===== src/rtl/pb_event_arbiter.sv =====
// pb_event_arbiter
// Turns debounced push-button levels (1 = unpressed, 0 = pressed) into PRESS,
// RELEASE and LONG gesture events. A round-robin arbiter merges them onto one
// valid/ready event channel.
// Build option: define PB_AUTO_REPEAT_EN to add periodic REPEAT events while a
// button stays in the HELD state. Without it the HELD counter stays at 0.
//
// Ports:
//   clk        single clock
//   rst_n      asynchronous active-low reset
//   pb_db      debounced, clk-synchronous button levels (1 = unpressed)
//   evt_valid  event present on the output channel
//   evt_ready  consumer accepts the event (transfer = evt_valid && evt_ready)
//   evt_id     index of the button that produced the event
//   evt_type   0 = PRESS, 1 = RELEASE, 2 = LONG, 3 = REPEAT
//   ovf        sticky: a pending event was overwritten before it was granted
//   ovf_clr    synchronous clear of ovf (a same-cycle overwrite wins)
module pb_event_arbiter #(
  parameter int unsigned NUM_PB            = 4,
  parameter int unsigned LONG_PRESS_CYCLES = 50000000,
  parameter int unsigned REPEAT_CYCLES     = 10000000,
  localparam int unsigned ID_W             = $clog2(NUM_PB),
  localparam int unsigned CNT_MAX          = (LONG_PRESS_CYCLES > REPEAT_CYCLES) ?
                                             LONG_PRESS_CYCLES : REPEAT_CYCLES,
  localparam int unsigned CNT_W            = $clog2(CNT_MAX + 1)
) (
  input  logic              clk,
  input  logic              rst_n,
  input  logic [NUM_PB-1:0] pb_db,
  output logic              evt_valid,
  input  logic              evt_ready,
  output logic [ID_W-1:0]   evt_id,
  output logic [1:0]        evt_type,
  output logic              ovf,
  input  logic              ovf_clr
);

  // Per-button gesture states
  localparam logic [1:0] ST_IDLE    = 2'd0;
  localparam logic [1:0] ST_PRESSED = 2'd1;
  localparam logic [1:0] ST_HELD    = 2'd2;

  // Event codes
  localparam logic [1:0] EVT_PRESS   = 2'd0;
  localparam logic [1:0] EVT_RELEASE = 2'd1;
  localparam logic [1:0] EVT_LONG    = 2'd2;
`ifdef PB_AUTO_REPEAT_EN
  localparam logic [1:0] EVT_REPEAT  = 2'd3;
`endif

  localparam logic [CNT_W-1:0] LONG_LAST = CNT_W'(LONG_PRESS_CYCLES - 1);
`ifdef PB_AUTO_REPEAT_EN
  localparam logic [CNT_W-1:0] REP_LAST  = CNT_W'(REPEAT_CYCLES - 1);
`endif

  // Registered state
  logic [NUM_PB-1:0]            pb_prev_q;
  logic [NUM_PB-1:0][1:0]       state_q,     state_d;
  logic [NUM_PB-1:0][CNT_W-1:0] cnt_q,       cnt_d;
  logic [NUM_PB-1:0]            slot_vld_q,  slot_vld_d;
  logic [NUM_PB-1:0][1:0]       slot_type_q, slot_type_d;
  logic [ID_W-1:0]              rr_ptr_q,    rr_ptr_d;
  logic                         evt_valid_q, evt_valid_d;
  logic [ID_W-1:0]              evt_id_q,    evt_id_d;
  logic [1:0]                   evt_type_q,  evt_type_d;
  logic                         ovf_q,       ovf_d;

  // Combinational intermediates
  logic [NUM_PB-1:0]            wr_en;
  logic [NUM_PB-1:0][1:0]       wr_type;
  logic                         gnt_found;
  logic [ID_W-1:0]              gnt_id;
  logic                         load_en;
  logic [NUM_PB-1:0]            gnt_vec;
  logic                         ovf_set;

  // Modulo-NUM_PB add, so non-power-of-two button counts wrap correctly
  function automatic logic [ID_W-1:0] wrap_add(input logic [ID_W-1:0] base,
                                               input int unsigned    off);
    int unsigned sum;
    sum = 32'(base) + off;
    return ID_W'(sum % NUM_PB);
  endfunction

  // Per-button gesture FSMs: decide next state, counter and slot write
  always_comb begin
    state_d = state_q;
    cnt_d   = cnt_q;
    wr_en   = '0;
    wr_type = '0;
    for (int unsigned i = 0; i < NUM_PB; i++) begin
      case (state_q[i])
        ST_IDLE: begin
          if (pb_prev_q[i] && !pb_db[i]) begin
            wr_en[i]   = 1'b1;
            wr_type[i] = EVT_PRESS;
            cnt_d[i]   = '0;
            state_d[i] = ST_PRESSED;
          end
        end
        ST_PRESSED: begin
          // Release outranks LONG in the same cycle
          if (pb_db[i]) begin
            wr_en[i]   = 1'b1;
            wr_type[i] = EVT_RELEASE;
            cnt_d[i]   = '0;
            state_d[i] = ST_IDLE;
          end else if (cnt_q[i] == LONG_LAST) begin
            wr_en[i]   = 1'b1;
            wr_type[i] = EVT_LONG;
            cnt_d[i]   = '0;
            state_d[i] = ST_HELD;
          end else begin
            cnt_d[i]   = cnt_q[i] + CNT_W'(1);
          end
        end
        ST_HELD: begin
          // Release outranks REPEAT in the same cycle
          if (pb_db[i]) begin
            wr_en[i]   = 1'b1;
            wr_type[i] = EVT_RELEASE;
            cnt_d[i]   = '0;
            state_d[i] = ST_IDLE;
          end
`ifdef PB_AUTO_REPEAT_EN
          else if (cnt_q[i] == REP_LAST) begin
            wr_en[i]   = 1'b1;
            wr_type[i] = EVT_REPEAT;
            cnt_d[i]   = '0;
          end else begin
            cnt_d[i]   = cnt_q[i] + CNT_W'(1);
          end
`endif
        end
        default: begin
          cnt_d[i]   = '0;
          state_d[i] = ST_IDLE;
        end
      endcase
    end
  end

  // Round-robin scan: first full slot at or after the pointer
  always_comb begin
    gnt_found = 1'b0;
    gnt_id    = '0;
    for (int unsigned k = 0; k < NUM_PB; k++) begin
      if (!gnt_found && slot_vld_q[wrap_add(rr_ptr_q, k)]) begin
        gnt_found = 1'b1;
        gnt_id    = wrap_add(rr_ptr_q, k);
      end
    end
  end

  // Pending slots, overflow flag, output register and pointer update
  always_comb begin
    slot_vld_d  = slot_vld_q;
    slot_type_d = slot_type_q;
    rr_ptr_d    = rr_ptr_q;
    evt_valid_d = evt_valid_q;
    evt_id_d    = evt_id_q;
    evt_type_d  = evt_type_q;
    gnt_vec     = '0;
    ovf_set     = 1'b0;

    // Output refills when empty or draining this cycle
    load_en = !evt_valid_q || evt_ready;

    if (load_en) begin
      evt_valid_d = gnt_found;
      if (gnt_found) begin
        evt_id_d   = gnt_id;
        evt_type_d = slot_type_q[gnt_id];
        rr_ptr_d   = wrap_add(gnt_id, 1);
      end
    end

    for (int unsigned i = 0; i < NUM_PB; i++) begin
      gnt_vec[i] = load_en && gnt_found && (gnt_id == ID_W'(i));
      if (gnt_vec[i]) begin
        slot_vld_d[i] = 1'b0;
      end
      // A write landing on a slot being granted this cycle is not an overwrite
      if (wr_en[i]) begin
        slot_vld_d[i]  = 1'b1;
        slot_type_d[i] = wr_type[i];
        if (slot_vld_q[i] && !gnt_vec[i]) begin
          ovf_set = 1'b1;
        end
      end
    end

    if (ovf_set) begin
      ovf_d = 1'b1;
    end else if (ovf_clr) begin
      ovf_d = 1'b0;
    end else begin
      ovf_d = ovf_q;
    end
  end

  // State registers
  always_ff @(posedge clk or negedge rst_n) begin
    if (!rst_n) begin
      pb_prev_q   <= '1;
      state_q     <= {NUM_PB{ST_IDLE}};
      cnt_q       <= '0;
      slot_vld_q  <= '0;
      slot_type_q <= '0;
      rr_ptr_q    <= '0;
      evt_valid_q <= 1'b0;
      evt_id_q    <= '0;
      evt_type_q  <= '0;
      ovf_q       <= 1'b0;
    end else begin
      pb_prev_q   <= pb_db;
      state_q     <= state_d;
      cnt_q       <= cnt_d;
      slot_vld_q  <= slot_vld_d;
      slot_type_q <= slot_type_d;
      rr_ptr_q    <= rr_ptr_d;
      evt_valid_q <= evt_valid_d;
      evt_id_q    <= evt_id_d;
      evt_type_q  <= evt_type_d;
      ovf_q       <= ovf_d;
    end
  end

  assign evt_valid = evt_valid_q;
  assign evt_id    = evt_id_q;
  assign evt_type  = evt_type_q;
  assign ovf       = ovf_q;

endmodule


===== config.mk =====
export PLATFORM = sky130hd
export DESIGN_NAME = pb_event_arbiter
export DESIGN_NICKNAME = d
export VERILOG_FILES = /design/src/rtl/pb_event_arbiter.sv
export SDC_FILE = /design/constraint.sdc
export NUM_CORES = 1
export LEC_CHECK = 0
export CAP_MARGIN = 20
export CORE_ASPECT_RATIO = 0.75
export CORE_MARGIN = 4
export CORE_UTILIZATION = 60
export DETAILED_ROUTE_END_ITERATION = 16
export PLACE_DENSITY = 0.77
export SYNTH_ARGS = -nofsm -noshare
export SYNTH_HDL_FRONTEND = slang
export SYNTH_SLANG_ARGS = --single-unit

===== constraint.sdc =====
create_clock -name clk -period 3.04 [get_ports clk]
set_clock_uncertainty 0.05 [all_clocks]
set_input_delay 0.608 -clock clk [delete_from_list [all_inputs] [get_ports clk]]
set_output_delay 0.608 -clock clk [all_outputs]
set_load 0.005 [all_outputs]

# == Word level (Yosys, flattened, before mapping) ==
# Cells that the tools add are included.
# Widths: inputs -> output; s select.
# totals
elab_cells,222
ff_bits,136
output_inout_bits,6
in_bits,8
# op_classes
order_cmp,5
reduce_logical,48
addsub,8
n_eq_ne,27
muxes,112
# ops
operator,count
$mux 26,16
$pmux 26 s3,4
$add 26x1->26 const B,4
$eq 26x26->1 const B,4
$mux 2,29
$mux 1,46
$pmux 2 s3,4
$logic_and 1x1->1,16
$ne 2x2->1 const B,8
$pmux 2 s2,4
$lt 2x3->1 const B,5
$eq 2x2->1 const B,6
$logic_not 1->1,12
$ne 3x3->1 const B,4
$pmux 1 s3,4
$reduce_and 3->1,4
$eq 2x1->1 const B,5
$logic_not 2->1,5
$reduce_and 2->1,5
$reduce_bool 2->1,5
$bmux 1 s2,4
$add 2x1->2 const B,2
$add 2x2->2 const B,2
$bmux 2 s2,1
$logic_or 1x1->1,1

# == Depth between registers and ports, before layout ==
# Gate-level depths: netlist (run 1).
# depth
word_depth,25
depth_mapped,9
mapped_depth_nobuf,9

# == Worst setup path before layout (run 1) ==
# OpenSTA, ideal clock, no wires.
# synth_timing
kind,input-to-reg
startpoint,input port pb_db[1]
endpoint,register cnt_q[49] in the netlist's numbering
setup_time_ps,126
path_stages,7
path_slack_ps,783
required_ps,2864
n_path_buf,2
t_arrival_ps,2081
cell_sequence,buf_6 -> nand2b_4 -> a2111oi_4 -> and4_1 -> buf_4 -> mux2i_1 -> nor3_2
# synth_between
elab_chain_len,4
elab_cells_between_ends,7
cone_classes,eq/ne: 2; mux: 2; reduce/logical: 3
# synth_rtl
item,line_no,text
from (decl),29,"input logic [NUM_PB-1:0] pb_db,"
$logic_not 1->1,94,if (pb_prev_q[i] && !pb_db[i]) begin
$logic_and 1x1->1,94,
$ne 2x2->1 (no line),-,
$reduce_and 2->1 (no line),-,
to (signal assigned),218,cnt_q <= cnt_d;
to (decl),59,"logic [NUM_PB-1:0][CNT_W-1:0] cnt_q, cnt_d;"
# Several ways; a longest one is shown, not always the timed one.
# A chain may end at the register's enable or synchronous reset.

# == Worst setup path in the final report (run 1) ==
# layout_timing
startpoint,input port pb_db[0]
endpoint,register cnt_q[25] in the netlist's numbering
# Same word-level chain as after synthesis.

==> impl_metrics.env, run 1 <==
export IMPL_r2r_setup_slack_ps=610
export IMPL_wl_per_cell_um=16.1
export IMPL_syn_num_nets=829
export IMPL_ys_types=69
export IMPL_p_per_area_nw_per_um2=675
export IMPL_overflow=0
export IMPL_synthTopCellsByCount="dfrtp_1 (132), nor2_1 (98), nand2_1 (67)"
export IMPL_cts_root_buffer="clkbuf_16"
export IMPL_cts_setup_buffers=0
export IMPL_ys_top_cells_by_area="dfrtp_1 (44%), xor2_1 (6.0%), nor2_1 (4.9%), ha_1 (4.0%), nand4_1 (3.8%)"
export IMPL_die_h_um=105
export IMPL_rr_startpoint="cnt_q[18]$_DFFE_PN0P_"
export IMPL_hold_buffers=0
export IMPL_ir_drop_v=0.000531
export IMPL_hpwl_mm=11.0
export IMPL_drt_iter0_drc=425
export IMPL_fin_crit_ps=2560
export IMPL_cts_sinks=136
export IMPL_final_max_slew_viol_count=0
export IMPL_clock_path_buffers=2
export IMPL_placementRows=35
export IMPL_synth_top_area_share_pct=43.7
export IMPL_synth_edf_count=0
export IMPL_setup_slack_ps=478
export IMPL_crit_type="in2reg"
export IMPL_setup_violations=0
export IMPL_drt_first_pass_iters=5
export IMPL_synthArstFlopShare_pct=100
export IMPL_hold_viol_final=0
export IMPL_antenna_cells=0
export IMPL_dieArea_um2=14500
export IMPL_yosysTopAreaCell="dfrtp_1"
export IMPL_synth_seq_cells=136
export IMPL_drt_total_wl_mm=16.1
export IMPL_start_util_pct=61.4
export IMPL_final_nets=854
export IMPL_max_cap_viol_count=0
export IMPL_power_mw=5.77
export IMPL_period_share_pct=84.3
export IMPL_yosys_warnings=0
export IMPL_critical_path_peak_fanout=7
export IMPL_dp_worst_setup_slack_ps=80.0
export IMPL_synthCells=797
export IMPL_reg2reg_depth=6
export IMPL_worst_slew_pin_slew_ps=680
export IMPL_antenna_left=0
export IMPL_synth_flop_cell="dfrtp_1"
export IMPL_grt_total_usage_pct=23.5
export IMPL_worst_hold_slack_ps=152
export IMPL_crit_start="pb_db[0]"
export IMPL_hp_class="in2async"
export IMPL_synth_area_um2=7560
export IMPL_core_area_um2=12300
export IMPL_cts_made_buffers=17
export IMPL_grt_max_degree=73
export IMPL_place_congestion=0.886
export IMPL_drc=0
export IMPL_path_clk_slew_ps=60
export IMPL_grt_setup_unrepaired="false"
export IMPL_viasPerCell=5.95
export IMPL_area_growth_pct=13.1
export IMPL_end_kind="flip-flop"
export IMPL_ctsResizeCount=0
export IMPL_syn_avg_cell_area_um2=9.48
export IMPL_io_buffers=13
export IMPL_antenna_found_initial=0
export IMPL_yosysMostFrequentCell="dfrtp_1"
export IMPL_critPathLaunchType="input pin"
export IMPL_vias=5953
export IMPL_setup_tns_ps=0
export IMPL_relSlewSlack_pct=54.4
export IMPL_first_global_vias=5860
export IMPL_clock_fmax_mhz=390
export IMPL_p_leak_nw=3.65
export IMPL_crit_required_ps=3300
export IMPL_grt_pass1_wl_mm=27.7
export IMPL_outcome="completed"
export IMPL_cts_tree="done"
export IMPL_yosysSeqAreaShare_pct=45.1
export IMPL_reg2reg_to="cnt_q[6]$_DFFE_PN0P_"
export IMPL_drive_above_1_share_pct=8.14
export IMPL_fp_dieW_um=138
export IMPL_htree_num_levels=4
export IMPL_clkLatencyLatePin_ps=420
export IMPL_crit_arrival_ps=2820
export IMPL_ioPinCount=14
==> worst max path at each step <==
stage | to | slack (ps)
floorplan | cnt_q[49]$_DFFE_PN0P_ | 780
global placement | cnt_q[25]$_DFFE_PN0P_ | 270
detailed placement | cnt_q[25]$_DFFE_PN0P_ | 80
CTS | cnt_q[25]$_DFFE_PN0P_ | 520
global route | cnt_q[25]$_DFFE_PN0P_ | 280
finish | cnt_q[25]$_DFFE_PN0P_ | 480
==> layout make-up <==
type | count | area, um^2
Multi-Input combinational cell | 608 | 3920
Fill cell | 903 | 3760
Clock buffer | 20 | 457
Timing Repair Buffer | 27 | 262
Tap cell | 166 | 208
Clock inverter | 12 | 174
Inverter | 32 | 120
Sequential cell | 136 | 3410
==> report_power, final <==
part           total, mW  leakage, nW  internal, mW  switching [mW]
registers           2.15         1.83          1.98           0.172
logic               1.43         1.51         0.539           0.889
clock network       2.19        0.298          1.41           0.782
total               5.77         3.65          3.93            1.84
==> through the flow <==
stage / instances / utilization, % / area (um^2)
2_1_floorplan: 797 / - / 7560
3_3_place_gp: 969 / 64.4 / 7920
3_5_place_dp: 969 / 64.4 / 7920
4_1_cts: 1001 / 69.5 / 8550
5_1_grt: 1001 / 69.5 / 8550
6_report: 1001 / 69.5 / 8550
==> registers in the layout, summed over array words and instances (netlist names) <==
signal / cells
evt_id: 2
ovf: 1
cnt_q: 104
rr_ptr_q: 2
evt_valid: 1
evt_type: 2
state_q: 8
slot_type_q: 8
pb_prev_q: 4
slot_vld_q: 4
==> placed cells by master, fill, tap and decap left out, types with 15 or more instances in the layout <==
| cell | instances |
|---|---|
| a21oi_1 | 26 |
| and3_1 | 21 |
| clkbuf_16 | 17 |
| dfrtp_1 | 132 |
| ha_1 | 24 |
| inv_1 | 32 |
| nand2_1 | 67 |
| nand2b_1 | 15 |
| nand3_1 | 46 |
| nand4_1 | 46 |
| nor2_1 | 98 |
| nor4_1 | 18 |
| o21ai_0 | 21 |
| xnor2_1 | 26 |
| xor2_1 | 52 |
==> layer usage <==
metal / global-route usage, % / routed length, um
met2: 36.1 / 7570
met5: 0 / 0
met3: 4.43 / 578
met4: 7.91 / 225
met1: 33.5 / 7720
==> worst max-delay path, stage by stage <==
cell	delay (ps)
clkdlybuf4s50_1	480
nor2b_1	440
o211ai_1	210
nor4_1	450
mux2_2	400
a211oi_1	230
==> cells by family after synthesis <==
logic type      share of synthesized area (%)
compound gates                           10.6
fa+ha+maj                                3.97
buf+inv                                  3.00
xor+xnor                                 9.04
mux                                      1.64
flops                                    45.1
simple gates                             26.7
Power figures use the tool's default switching activity.
==> inputs of run 2 (changes only) <==
--- a/config.mk
+++ b/config.mk
@@ -8,7 +8,7 @@
 export CAP_MARGIN = 20
 export CORE_ASPECT_RATIO = 0.75
 export CORE_MARGIN = 4
-export CORE_UTILIZATION = 60
+export CORE_UTILIZATION = 57
 export DETAILED_ROUTE_END_ITERATION = 16
 export PLACE_DENSITY = 0.77
 export SYNTH_ARGS = -nofsm -noshare
==> constraint.sdc (replaced) <==
create_clock -name clk -period 2.35 [get_ports clk]
set_clock_uncertainty 0.05 [all_clocks]
set_input_delay 0.47 -clock clk [delete_from_list [all_inputs] [get_ports clk]]
set_output_delay 0.47 -clock clk [all_outputs]
set_load 0.005 [all_outputs]
==> impl_metrics.env, run 2 (synthesis gave the netlist of run 1 again) <==
export IMPL_outcome="completed"
export IMPL_io_buffers=13
export IMPL_antenna_cells=0
export IMPL_fin_crit_ps=2210
export IMPL_drt_total_wl_mm=17.2
export IMPL_vias=6231
export IMPL_relSlewSlack_pct=53.2
export IMPL_grt_total_usage_pct=24.0
export IMPL_path_clk_slew_ps=60
export IMPL_drive_above_1_share_pct=10.6
export IMPL_clock_path_buffers=2
export IMPL_grt_pass1_wl_mm=29.9
export IMPL_final_nets=881
export IMPL_max_cap_viol_count=0
export IMPL_crit_required_ps=2600
export IMPL_die_h_um=108
export IMPL_ir_drop_v=0.000641
export IMPL_final_area_um2=8760
export IMPL_crit_type="reg2reg"
export IMPL_cts_made_buffers=17
export IMPL_grt_max_degree=58
export IMPL_fp_dieW_um=141
export IMPL_start_util_pct=58.2
export IMPL_dieArea_um2=15200
export IMPL_htree_num_levels=4
export IMPL_drc=0
export IMPL_worst_slew_pin_slew_ps=697
export IMPL_place_congestion=0.872
export IMPL_reg_top3="cnt_q x104, slot_type_q x8, state_q x8"
export IMPL_hp_class="reg2reg"
export IMPL_setup_tns_ps=0
export IMPL_path_cells="or4_1, nor3_1, a21oi_1, nor2_4, buf_4, nor2_1"
export IMPL_hold_viol_final=0
export IMPL_drt_iter0_drc=550
export IMPL_viasPerCell=6.03
export IMPL_final_common_cell="dfrtp_1"
export IMPL_overflow=0
export IMPL_core_area_um2=13000
export IMPL_final_max_slew_viol_count=0
export IMPL_drt_first_pass_iters=4
export IMPL_area_growth_pct=15.9
export IMPL_first_global_vias=6239
export IMPL_p_leak_nw=3.79
export IMPL_p_per_area_nw_per_um2=849
export IMPL_grt_setup_unrepaired="false"
export IMPL_slowest_delay_ps=550
export IMPL_period_share_pct=94.2
export IMPL_setup_violations=0
export IMPL_largest_reg_flops=104
export IMPL_crit_arrival_ps=2460
export IMPL_post_dp_cell_area_um2=8160
export IMPL_placementRows=36
export IMPL_regMostFlops="cnt_q"
export IMPL_antenna_found_initial=0
export IMPL_clock_fmax_mhz=452
export IMPL_ioPinCount=14
export IMPL_antenna_left=0
export IMPL_wl_per_cell_um=16.6
export IMPL_crit_slowest_cell="or4_1"
export IMPL_critPathLaunchType="flip-flop"
export IMPL_end_kind="flip-flop"
export IMPL_cts_root_buffer="clkbuf_16"
export IMPL_layout_common_cells="dfrtp_1 (132), nor2_1 (98), nand2_1 (67)"
export IMPL_cts_tree="done"
export IMPL_hpwl_mm=11.9
export IMPL_clkLatencyLatePin_ps=410
export IMPL_worst_hold_slack_ps=431
export IMPL_critical_path_peak_fanout=9
export IMPL_cts_sinks=136
## run 2: changes by cell type in the layout (fill, tap and decap cells not counted)
cell	delta
dlygate4sd3_1	+1
clkinvlp_4	-3
buf_4	+23
bufinv_16	-1
clkbuf_8	-2
clkbuf_1	+4
clkinv_2	+2
nor3_2	-1
nor4_1	-1
nor3_4	+1
buf_12	+3
nor4_2	+1
## run 2: through the flow
stage          power [mW]  cells  util (%)  setup slack (ps)
2_1_floorplan        4.02    797         -               179
3_3_place_gp         4.66   1000      62.9             -9.41
3_5_place_dp         4.76   1000      62.9              -123
4_1_cts              7.43   1033      67.4               127
5_1_grt              7.83   1033      67.5              24.3
6_report             7.43   1033      67.5               135
## run 2: timing repair
action / CTS / global route
gates resized for setup: 0 / 2
hold endpoints to repair: 7 / 0
setup endpoints to repair: 0 / 16
hold buffers: 1 / 0
setup buffers: 0 / 0
## run 2: cell type report
type | instances | area (um^2)
inverters | 32 | 120
fillers | 985 | 4220
flip-flops and latches | 136 | 3410
repair buffers | 54 | 504
multi-input cells | 608 | 3930
clock buffers | 22 | 444
clock inverters | 10 | 131
well taps | 171 | 214
## run 2: worst max-delay path, delay by kind of cell (launching register included)
family,cells,cell delay [ps]
buf+inv,1,200
simple gates,4,1180
compound gates,1,230
flops,1,440
## run 2: layer usage
metal  vias up  track usage [%]  wire, um
met5         -                0         0
met4         0             7.33       251
met3        40             4.66       726
met2       167             39.4      8270
met1      3068             32.5      7940
li1       2956                -         -
## run 2: report_power, final
| group | internal (mW) | switching, mW |
|---|---|---|
| Clock | 1.66 | 0.993 |
| Sequential | 2.56 | 0.233 |
| Combinational | 0.800 | 1.19 |
| Total | 5.02 | 2.41 |
## run 2: final timing paths
check,cells after the start,from,end,slack (ps)
worst min register to register,1,cnt_q[32]$_DFFE_PN0P_,cnt_q[32]$_DFFE_PN0P_,430
worst max register to register,6,cnt_q[9]$_DFFE_PN0P_,cnt_q[14]$_DFFE_PN0P_,140
worst min-delay path,1,cnt_q[32]$_DFFE_PN0P_,cnt_q[32]$_DFFE_PN0P_,430
max in group asynchronous,3,rst_n,pb_prev_q[2]$_DFF_PN1_,1040
min in group asynchronous,2,rst_n,cnt_q[29]$_DFFE_PN0P_,530
worst max-delay path,6,cnt_q[9]$_DFFE_PN0P_,cnt_q[14]$_DFFE_PN0P_,140
